### src/rtl/gpu_isa_pkg.sv
// Shared GPU ISA types: opcode and instruction encodings plus the fetch FSM state enum.
// An instruction word is opcode[31:28] rd[27:24] rs1[23:20] rs2[19:16] imm[15:0].
package gpu_isa_pkg;

  typedef enum logic [3:0] {
    NOP  = 4'h0,
    ADD  = 4'h1,
    SUB  = 4'h2,
    MOV  = 4'h3,
    LD   = 4'h4,
    ST   = 4'h5,
    BR   = 4'h6,
    HALT = 4'hF
  } opcode_t;

  typedef struct packed {
    opcode_t     opcode;
    logic [3:0]  rd;
    logic [3:0]  rs1;
    logic [3:0]  rs2;
    logic [15:0] imm;
  } instruction_t;

  typedef enum logic [1:0] {
    S_IDLE,
    S_REQ,
    S_WAIT,
    S_VALID
  } fetch_state_t;

endpackage

### src/rtl/gpu_fetch_unit.sv
// Instruction fetch unit: a single-entry instruction buffer in front of instruction memory,
// with at most one outstanding request and stale-response tracking for redirects and flushes.
module gpu_fetch_unit
  import gpu_isa_pkg::*;
#(
  parameter int ADDR_WIDTH  = 16,
  parameter int INSTR_WIDTH = 32
) (
  input  logic                   clk,
  input  logic                   rst,
  input  logic                   enable,
  input  logic                   flush,
  input  logic [ADDR_WIDTH-1:0]  pc_in,
  output logic                   imem_req_valid,
  input  logic                   imem_req_ready,
  output logic [ADDR_WIDTH-1:0]  imem_req_addr,
  input  logic                   imem_rsp_valid,
  input  logic [INSTR_WIDTH-1:0] imem_rsp_data,
  output instruction_t           instr_out,
  output logic                   instr_valid,
  input  logic                   instr_ready,
  output logic                   busy
);

  if (INSTR_WIDTH != $bits(instruction_t)) begin : g_width_check
    $error("INSTR_WIDTH must equal $bits(instruction_t)");
  end

  fetch_state_t          state_q, state_d;
  logic [ADDR_WIDTH-1:0] cur_pc_q, cur_pc_d;
  logic [ADDR_WIDTH-1:0] buf_pc_q, buf_pc_d;
  logic                  buf_valid_q, buf_valid_d;
  logic                  stale_q, stale_d;
  instruction_t          buf_data_q, buf_data_d;
  logic                  pc_match;
  logic                  stale_now;

  assign pc_match = (pc_in == cur_pc_q);
  // A response is stale if a redirect or flush was seen at any point since the request.
  assign stale_now = stale_q | flush | ~pc_match;

  always_comb begin
    state_d     = state_q;
    cur_pc_d    = cur_pc_q;
    buf_pc_d    = buf_pc_q;
    buf_valid_d = buf_valid_q;
    stale_d     = stale_q;
    buf_data_d  = buf_data_q;
    if (flush) buf_valid_d = 1'b0;
    unique case (state_q)
      S_IDLE: begin
        if (enable) begin
          cur_pc_d = pc_in;
          if (buf_valid_q && !flush && (pc_in == buf_pc_q)) state_d = S_VALID;
          else                                             state_d = S_REQ;
        end
      end
      S_REQ: begin
        // The request stays asserted across a flush; its response is then discarded.
        if (flush) stale_d = 1'b1;
        if (imem_req_ready) state_d = S_WAIT;
      end
      S_WAIT: begin
        if (imem_rsp_valid) begin
          if (stale_now) begin
            stale_d  = 1'b0;
            cur_pc_d = pc_in;
            state_d  = S_REQ;
          end else begin
            buf_data_d  = instruction_t'(imem_rsp_data);
            buf_pc_d    = cur_pc_q;
            buf_valid_d = 1'b1;
            state_d     = S_VALID;
          end
        end else if (stale_now) begin
          stale_d = 1'b1;
        end
      end
      S_VALID: begin
        if (!pc_match || flush) state_d = S_IDLE;
        else if (instr_ready)   state_d = S_IDLE;
      end
      default: state_d = S_IDLE;
    endcase
  end

  always_ff @(posedge clk) begin
    if (rst) begin
      state_q     <= S_IDLE;
      cur_pc_q    <= '0;
      buf_pc_q    <= '0;
      buf_valid_q <= 1'b0;
      stale_q     <= 1'b0;
      buf_data_q  <= '0;
    end else begin
      state_q     <= state_d;
      cur_pc_q    <= cur_pc_d;
      buf_pc_q    <= buf_pc_d;
      buf_valid_q <= buf_valid_d;
      stale_q     <= stale_d;
      buf_data_q  <= buf_data_d;
    end
  end

  assign imem_req_valid = (state_q == S_REQ);
  assign imem_req_addr  = cur_pc_q;
  assign busy           = (state_q != S_IDLE);
  // Only the presentation is qualified combinationally by the live pc and flush.
  assign instr_valid    = (state_q == S_VALID) && pc_match && !flush;
  assign instr_out      = instr_valid ? buf_data_q : '0;

endmodule
### config.mk
export PLATFORM = sky130hd
export DESIGN_NAME = gpu_fetch_unit
export DESIGN_NICKNAME = d
export VERILOG_FILES = /design/src/rtl/gpu_isa_pkg.sv /design/src/rtl/gpu_fetch_unit.sv
export SDC_FILE = /design/constraint.sdc
export NUM_CORES = 1
export LEC_CHECK = 0
export ABC_AREA = 0
export CELL_PAD_IN_SITES_DETAIL_PLACEMENT = 1
export CELL_PAD_IN_SITES_GLOBAL_PLACEMENT = 2
export CORE_MARGIN = 3
export CORE_UTILIZATION = 26
export DETAILED_ROUTE_END_ITERATION = 8
export HOLD_SLACK_MARGIN = 0.15
export PLACE_DENSITY = 0.76
export SLEW_MARGIN = 30
export SYNTH_ARGS = -nofsm -noshare
export SYNTH_HDL_FRONTEND = slang
export SYNTH_SLANG_ARGS = --single-unit
### constraint.sdc
create_clock -name clk -period 2.7 [get_ports clk]
set_input_delay 0.54 -clock clk [delete_from_list [all_inputs] [get_ports clk]]
set_output_delay 0.54 -clock clk [all_outputs]
set_load 0.005 [all_outputs]
-- Word-level counts from Yosys, hierarchy flattened
Cells that the tools add are included.
- input port bits: 55
- output and inout bits: 51
- bits in registers: 68
- logic and storage cells: 62
- equality and inequality tests: 11
- bitwise operators: 4
- reduce and logical (&&, ||, !) cells: 15
- muxes and demuxes: 22
- operator list (cell ; count):
    $mux 16 ; 3
    $eq 16x16->1 ; 2
    $mux 32 ; 1
    $pmux 16 s2 ; 1
    $mux 2 ; 7
    $mux 1 ; 8
    $ne 2x2->1 const B ; 4
    $pmux 2 s4 ; 1
    $reduce_and 4->1 ; 2
    $reduce_and 3->1 ; 2
    $reduce_bool 2->1 ; 3
    $eq 2x2->1 const B ; 2
    $logic_and 1x1->1 ; 4
    $ne 3x3->1 const B ; 1
    $eq 2x1->1 const B ; 1
    $logic_not 1->1 ; 2
    $logic_not 2->1 ; 1
    $ne 2x1->1 const B ; 1
    $not 1->1 ; 2
    $or 1x1->1 ; 2
    $pmux 1 s2 ; 1
    $logic_or 1x1->1 ; 1

-- Logic depth before layout (Yosys ltp)
Gate-level depths: netlist of the first run.
- depth after elaboration: 6
- gate-level depth with buffers: 8
- depth with buffers taken out: 5

-- Worst setup path before layout of the first run
No wires, ideal clock.
- kind: in2out
- start point: input port pc_in[9]
- end point: output port instr_out[17] (netlist bit)
- slack: 324 ps
- path buffers: 2
- arrival: 1836 ps
- data required time: 2160 ps
- stages on the path: 7
- path through: xor2_1 nor4_2 and3_1 buf_4 and4_1 buf_2 and2_1
- RTL lines (element ; line ; source):
    from (decl) ; gpu_fetch_unit.sv:13 ; input logic [ADDR_WIDTH-1:0] pc_in,
    to (decl) ; gpu_fetch_unit.sv:19 ; output instruction_t instr_out,

==> run metrics, run 1 <==
detailed-route wire length 12,250 um; DR DRC count 0; critical path data required time 2.16 ns; Main synth FF type dfxtp_1; Synth Area per Inst 8.322 um2; core box area 12,720 um2; reg2reg setup slack 0.34 ns; GPL Wtd Cong 0.7693; first drt pass iteration count 4; WL/cell 16.87 um; I/O Pins 106; CTS Buf Count 9; Antenna diodes 0; global-route wire length before repair between 15,000 and 20,000 um; grt total ovfl 0; crit path setup slack, layout -0.1326 ns; die area 14,530 um2; CTS tree built; CP Capture Type output pin; Post-Synthesis Cells just over 400; Tightest Pin Transition 0.6412 ns; Synth async-reset ratio 0; GRT Total Usage 0.1682; DP Wirelength approximately 7600 um; Arr. time, crit path 2.29 ns; Layout fillers 1,462; setup violators final 33; CTS H-Tree Depth 3; Port Buffers roughly 110; fraction of layout cells with a size suffix above 1 0.3032; FP Rows 41; commonest non-fill, non-tap cell in the layout dfxtp_1; failing checks setup timing; outcome finished, violations left; via count approximately 3,500; Max Slew Vio Count 0; Leak Pwr between 2 and 2.5 nW; P per Cell Area just under 500 nW/um2; DRT antenna net count 0; Hold Violations, Final 0; Die W between 100 and 150 um; antenna violations before repair 0; # nets final 606; # Max-Cap Violations 0; Final Critical Period 2.833 ns; clock slew at reported path FFs 0.06 ns; final hold slack 0.4790 ns; worst-skew pair later-pin latency 0.32 ns; crit path max fanout 5; post-synth cell types 35; Syn Nets between 400 and 500; CP Class primary input to output pin; Initial Utilization 0.2682; Clock Tree Buf Depth 2; unrepaired setup endpoints after global routing yes; largest net degree at the start of global routing 85; YS warnings 0; die height 120.6 um; vias in the first global route 3,784; VDD IR max around 320 uV; slew margin rel. 0.5725; skew final 0.008299 ns; clock sinks 68; CTS root buffer clkbuf_16; Vias/cell 4.789; #FFs+latches synth between 60 and 70; Syn Std Cell Area 3412 um2; setup tns final -2.248 ns; crit start category primary input; post-route cell area approximately 5600 um2; Area growth, synth to finish 63.99%; sequential area share after synthesis 0.3990; placed cell area about 4900 um2; Worst Hold Class register to register; EDFF count, synth 0; # hold bufs at CTS 0; initial drt markers 220; period utilisation layout 1.049; commonest non-fill, non-tap cells in the layout dfxtp_1, clkdlybuf4s50_1, a21oi_1; Setup WS pre-CTS -0.8121 ns; f_max 353.0 MHz
synthesized netlist by cell type (all sizes together) (4+ instances only):
library cell | number | share of area
nor4 | 4 | 0.0092
xnor2 | 12 | 0.031
dfxtp | 68 | 0.40
nand2b | 34 | 0.062
nand3 | 50 | 0.073
nand4 | 4 | 0.0073
o21ai | 50 | 0.073
buf | 18 | 0.031
clkbuf | 19 | 0.021
mux2i | 17 | 0.050
inv | 4 | 0.0044
and2 | 33 | 0.061
a21oi | 54 | 0.079
xor2 | 20 | 0.051
kinds of logic (layout without fill, tap and decap cells):
family                 after synthesis  after routing  synth area share
AND/OR/NAND/NOR                    139            139            0.2343
AO/OA/AOI/OAI                      113            113            0.1786
flip-flops                          68             68            0.3990
buffers and inverters               41            185           0.05610
XOR/XNOR                            32             32           0.08214
multiplexers                        17             17           0.04987
power breakdown:
group / switching (W) / internal, W / total (W)
logic: 0.000193 / 0.000271 / 0.000464
registers: 0.0000268 / 0.00104 / 0.00106
clock network: 0.000415 / 0.000806 / 0.00122
routing by layer:
metal | GRT usage | wire, um | part of all wire | vias up
met5 | 0 | 0 | 0 | -
li1 | - | - | - | 1694
met2 | 0.2899 | 5940 | 0.49 | 92
met3 | 0.02993 | 597 | 0.049 | 10
met1 | 0.2158 | 5526 | 0.45 | 1681
met4 | 0.04674 | 182 | 0.015 | 0
path summary, 6_finish.rpt:
check,from,to,cells past startpoint
max,pc_in[9],instr_out[15],11
min,buf_data_q[0],buf_data_q[0],2
max reg2reg,imem_req_addr[9],imem_req_addr[0],8
min reg2reg,buf_data_q[0],buf_data_q[0],2
layout make-up:
type                       instances  area, um2  area share
multi-input combinational        301       2014      0.3600
timing repair buffer             167       1677      0.2996
sequential                        68       1364      0.2437
clock buffer                      13      280.3     0.05009
tap                              172      215.2     0.03846
clock inverter                     1      30.03    0.005367
inverter                           4      15.01    0.002683
timing repair:
action / 4_1_cts / 5_1_grt
gates cloned: 4 / 0
endpoints found under the setup margin: 34 / 33
buffers inserted: 8 / 3
pin swaps: 39 / 12
resized for setup: 234 / 29
stage by stage:
| stage | total power, W | util | std cells |
|---|---|---|---|
| floorplan | 0.001255 | - | 410 |
| global placement | 0.001527 | 0.3889 | 700 |
| detailed placement | 0.001534 | 0.3889 | 700 |
| CTS | 0.002780 | 0.4331 | 725 |
| global route | 0.002868 | 0.4398 | 726 |
| finish | 0.002748 | 0.4398 | 726 |
critical path, cell delays in order:
cell and delay, ns:
buf_6 0.10, xor2_2 0.16, nor4_2 0.35, buf_4 0.18, and3_4 0.17, and4_4 0.23, buf_6 0.10, buf_6 0.12
buf_12 0.11, and2_4 0.14, buf_6 0.09
sequential cells by signal (all words and copies together) (netlist names):
register and flops:
imem_req_addr 16, buf_data_q 32, buf_valid_q 1, state_q 2, buf_pc_q 16, stale_q 1
Note: power is estimated with default switching activity, not from simulation.
==> run 2, diff against run 1 <==
--- a/config.mk
+++ b/config.mk
@@ -12,7 +12,7 @@
 export CORE_UTILIZATION = 26
 export DETAILED_ROUTE_END_ITERATION = 8
 export HOLD_SLACK_MARGIN = 0.15
-export PLACE_DENSITY = 0.76
+export PLACE_DENSITY_LB_ADDON = 0.1
 export SLEW_MARGIN = 30
 export SYNTH_ARGS = -nofsm -noshare
 export SYNTH_HDL_FRONTEND = slang
==> run 2 against run 1 <==
Net effect: the run still ends with setup timing left; sequential power about the same; worst hold slack got worse by 0.013 ns; clock power decreased by 3%; global-route usage increased by 0.084 points; sequential share of layout area increased by 0.52 points; final area decreased by 1.9%; register-to-register slack got worse by 0.02 ns; clock skew decreased by 0.0012 ns; die area unchanged; utilization decreased by 0.84 points; setup slack improved by 0.12 ns; critical path type is now register to output pin; largest cell class unchanged; largest power group unchanged; highest routed layer unchanged.
==> run metrics, run 2 (same netlist as run 1, synthesis figures left out) <==
# Max-Cap Violations 0; via count about 3,400; DRT antenna net count 0; VDD IR max 281.0 uV; critical path data required time 2.16 ns; Setup WS pre-CTS -0.7984 ns; slew margin rel. 0.5560; CP Class register to output pin; commonest non-fill, non-tap cells in the layout dfxtp_1, clkdlybuf4s50_1, a21oi_1; core box area 12,720 um2; Antenna diodes 0; clock sinks 68; skew final approximately 0.0071 ns; routed length on met1 ~5300 um; Final Critical Period 2.716 ns; CTS root buffer clkbuf_16; Port Buffers 105; crit start category register; f_max 368.2 MHz; GRT Total Usage 0.1690; crit path setup slack, layout -0.01616 ns; worst-skew pair later-pin latency 0.34 ns; DP Wirelength 7525 um; Layout fillers roughly 1,500; fraction of layout cells with a size suffix above 1 0.3051; metal3 WL between 500 and 600 um; setup violators final 11; Area growth, synth to finish 60.87%; unrepaired setup endpoints after global routing yes; FP Rows 41; detailed-route wire length 11,920 um; largest net degree at the start of global routing 85; Initial Utilization 0.2682; clock slew at reported path FFs 0.05 ns; Tightest Pin Transition roughly 0.67 ns; # hold bufs at CTS 0; CTS tree built; area of the multi-input gates 2008 um2; Max Slew Vio Count 0; Vias/cell 4.718; Largest Register buf_data_q; Clock Tree Buf Depth 2; I/O Pins 106; CTS H-Tree Depth 3; initial drt markers ~170; top sig layer met4; global-route wire length before repair 19,250 um; period utilisation layout 1.006; first drt pass iteration count 4; grt total ovfl 0; Worst Hold Class register to register; die area 14,530 um2; antenna violations before repair 0; Hold Violations, Final 0; Die W 120.6 um; vias in the first global route 3,668; sequential cell area 1366 um2; DR DRC count 0; CP Capture Type output pin; commonest non-fill, non-tap cell in the layout dfxtp_1; Arr. time, crit path between 2 and 2.5 ns; max reg flops 32; P per Cell Area 492.6 nW/um2; outcome finished, violations left; GPL Wtd Cong 0.7137; Final Non-Filler Cells ~730; WL/cell around 16 um; die height approximately 120 um; Leak Pwr 2.125 nW; DR WL met2 5810 um; failing checks setup timing; CTS Buf Count 9; # nets final 606; crit path max fanout 8; dpl cells 702
-- run 2: changes by cell type in the layout (fill, tap and decap cells not counted), sizes merged --
| cell | change |
|---|---|
| buf | +1 |
| clkdlybuf4s15 | -1 |
| clkinv | +1 |
| dlymetal6s2s | -1 |
-- run 2: worst paths after layout --
path                                  startpoint                to  slack [ns]  cells after the start
worst max-delay path            imem_req_addr[1]     instr_out[26]       -0.02                      9
worst min-delay path              buf_data_q[19]    buf_data_q[19]        0.47                      2
worst max register to register  imem_req_addr[2]  imem_req_addr[0]        0.32                      9
worst min register to register    buf_data_q[19]    buf_data_q[19]        0.47                      2
-- run 2: timing repair --
item | CTS | global route
pin swaps | 31 | 6
gates resized for setup | 213 | 43
buffers inserted | 7 | 4
gates cloned | 3 | 0
endpoints found under the setup margin | 33 | 33
-- run 2: through the flow --
step	total power (W)	hold WS, ns	TNS (ns)	instance area [um2]	util
floorplan	0.001255	0.4446	0	3412	-
global placement	0.001533	0.4553	-29.54	4987	0.3920
detailed placement	0.001540	0.4617	-31.95	4987	0.3920
CTS	0.002758	0.4694	-1.636	5470	0.4300
global route	0.002832	0.5004	-1.919	5489	0.4315
finish	0.002704	0.4663	-0.1226	5489	0.4315
-- run 2: power breakdown --
part           leakage (nW)  internal, W  switching [W]  total, W
Clock                 0.145     0.000753       0.000425   0.00118
Sequential            0.552      0.00104      0.0000263   0.00106
Combinational          1.43     0.000269       0.000194  0.000463
-- run 2: cell type report --
type,instances,share of cell area
Sequential cell,68,0.2489
Tap cell,172,0.03921
Clock inverter,2,0.006382
Inverter,4,0.002735
Timing Repair Buffer,167,0.2902
Clock buffer,12,0.04673
Multi-Input combinational cell,301,0.3659
-- run 2: critical path, cell delays in order, from the launching register on --
cell     delay, ns
dfxtp_2       0.34
xor2_2        0.17
nor4_2        0.30
buf_4         0.16
and2_4        0.13
and4_4        0.27
buf_6         0.13
buf_16        0.12
and2_4        0.14
buf_6         0.08
-- run 2: metal layers --
layer,track usage,vias to the layer above
met5,0,-
met4,0.06870,0
met3,0.03134,13
met2,0.3004,85
met1,0.1999,1637
li1,-,1690
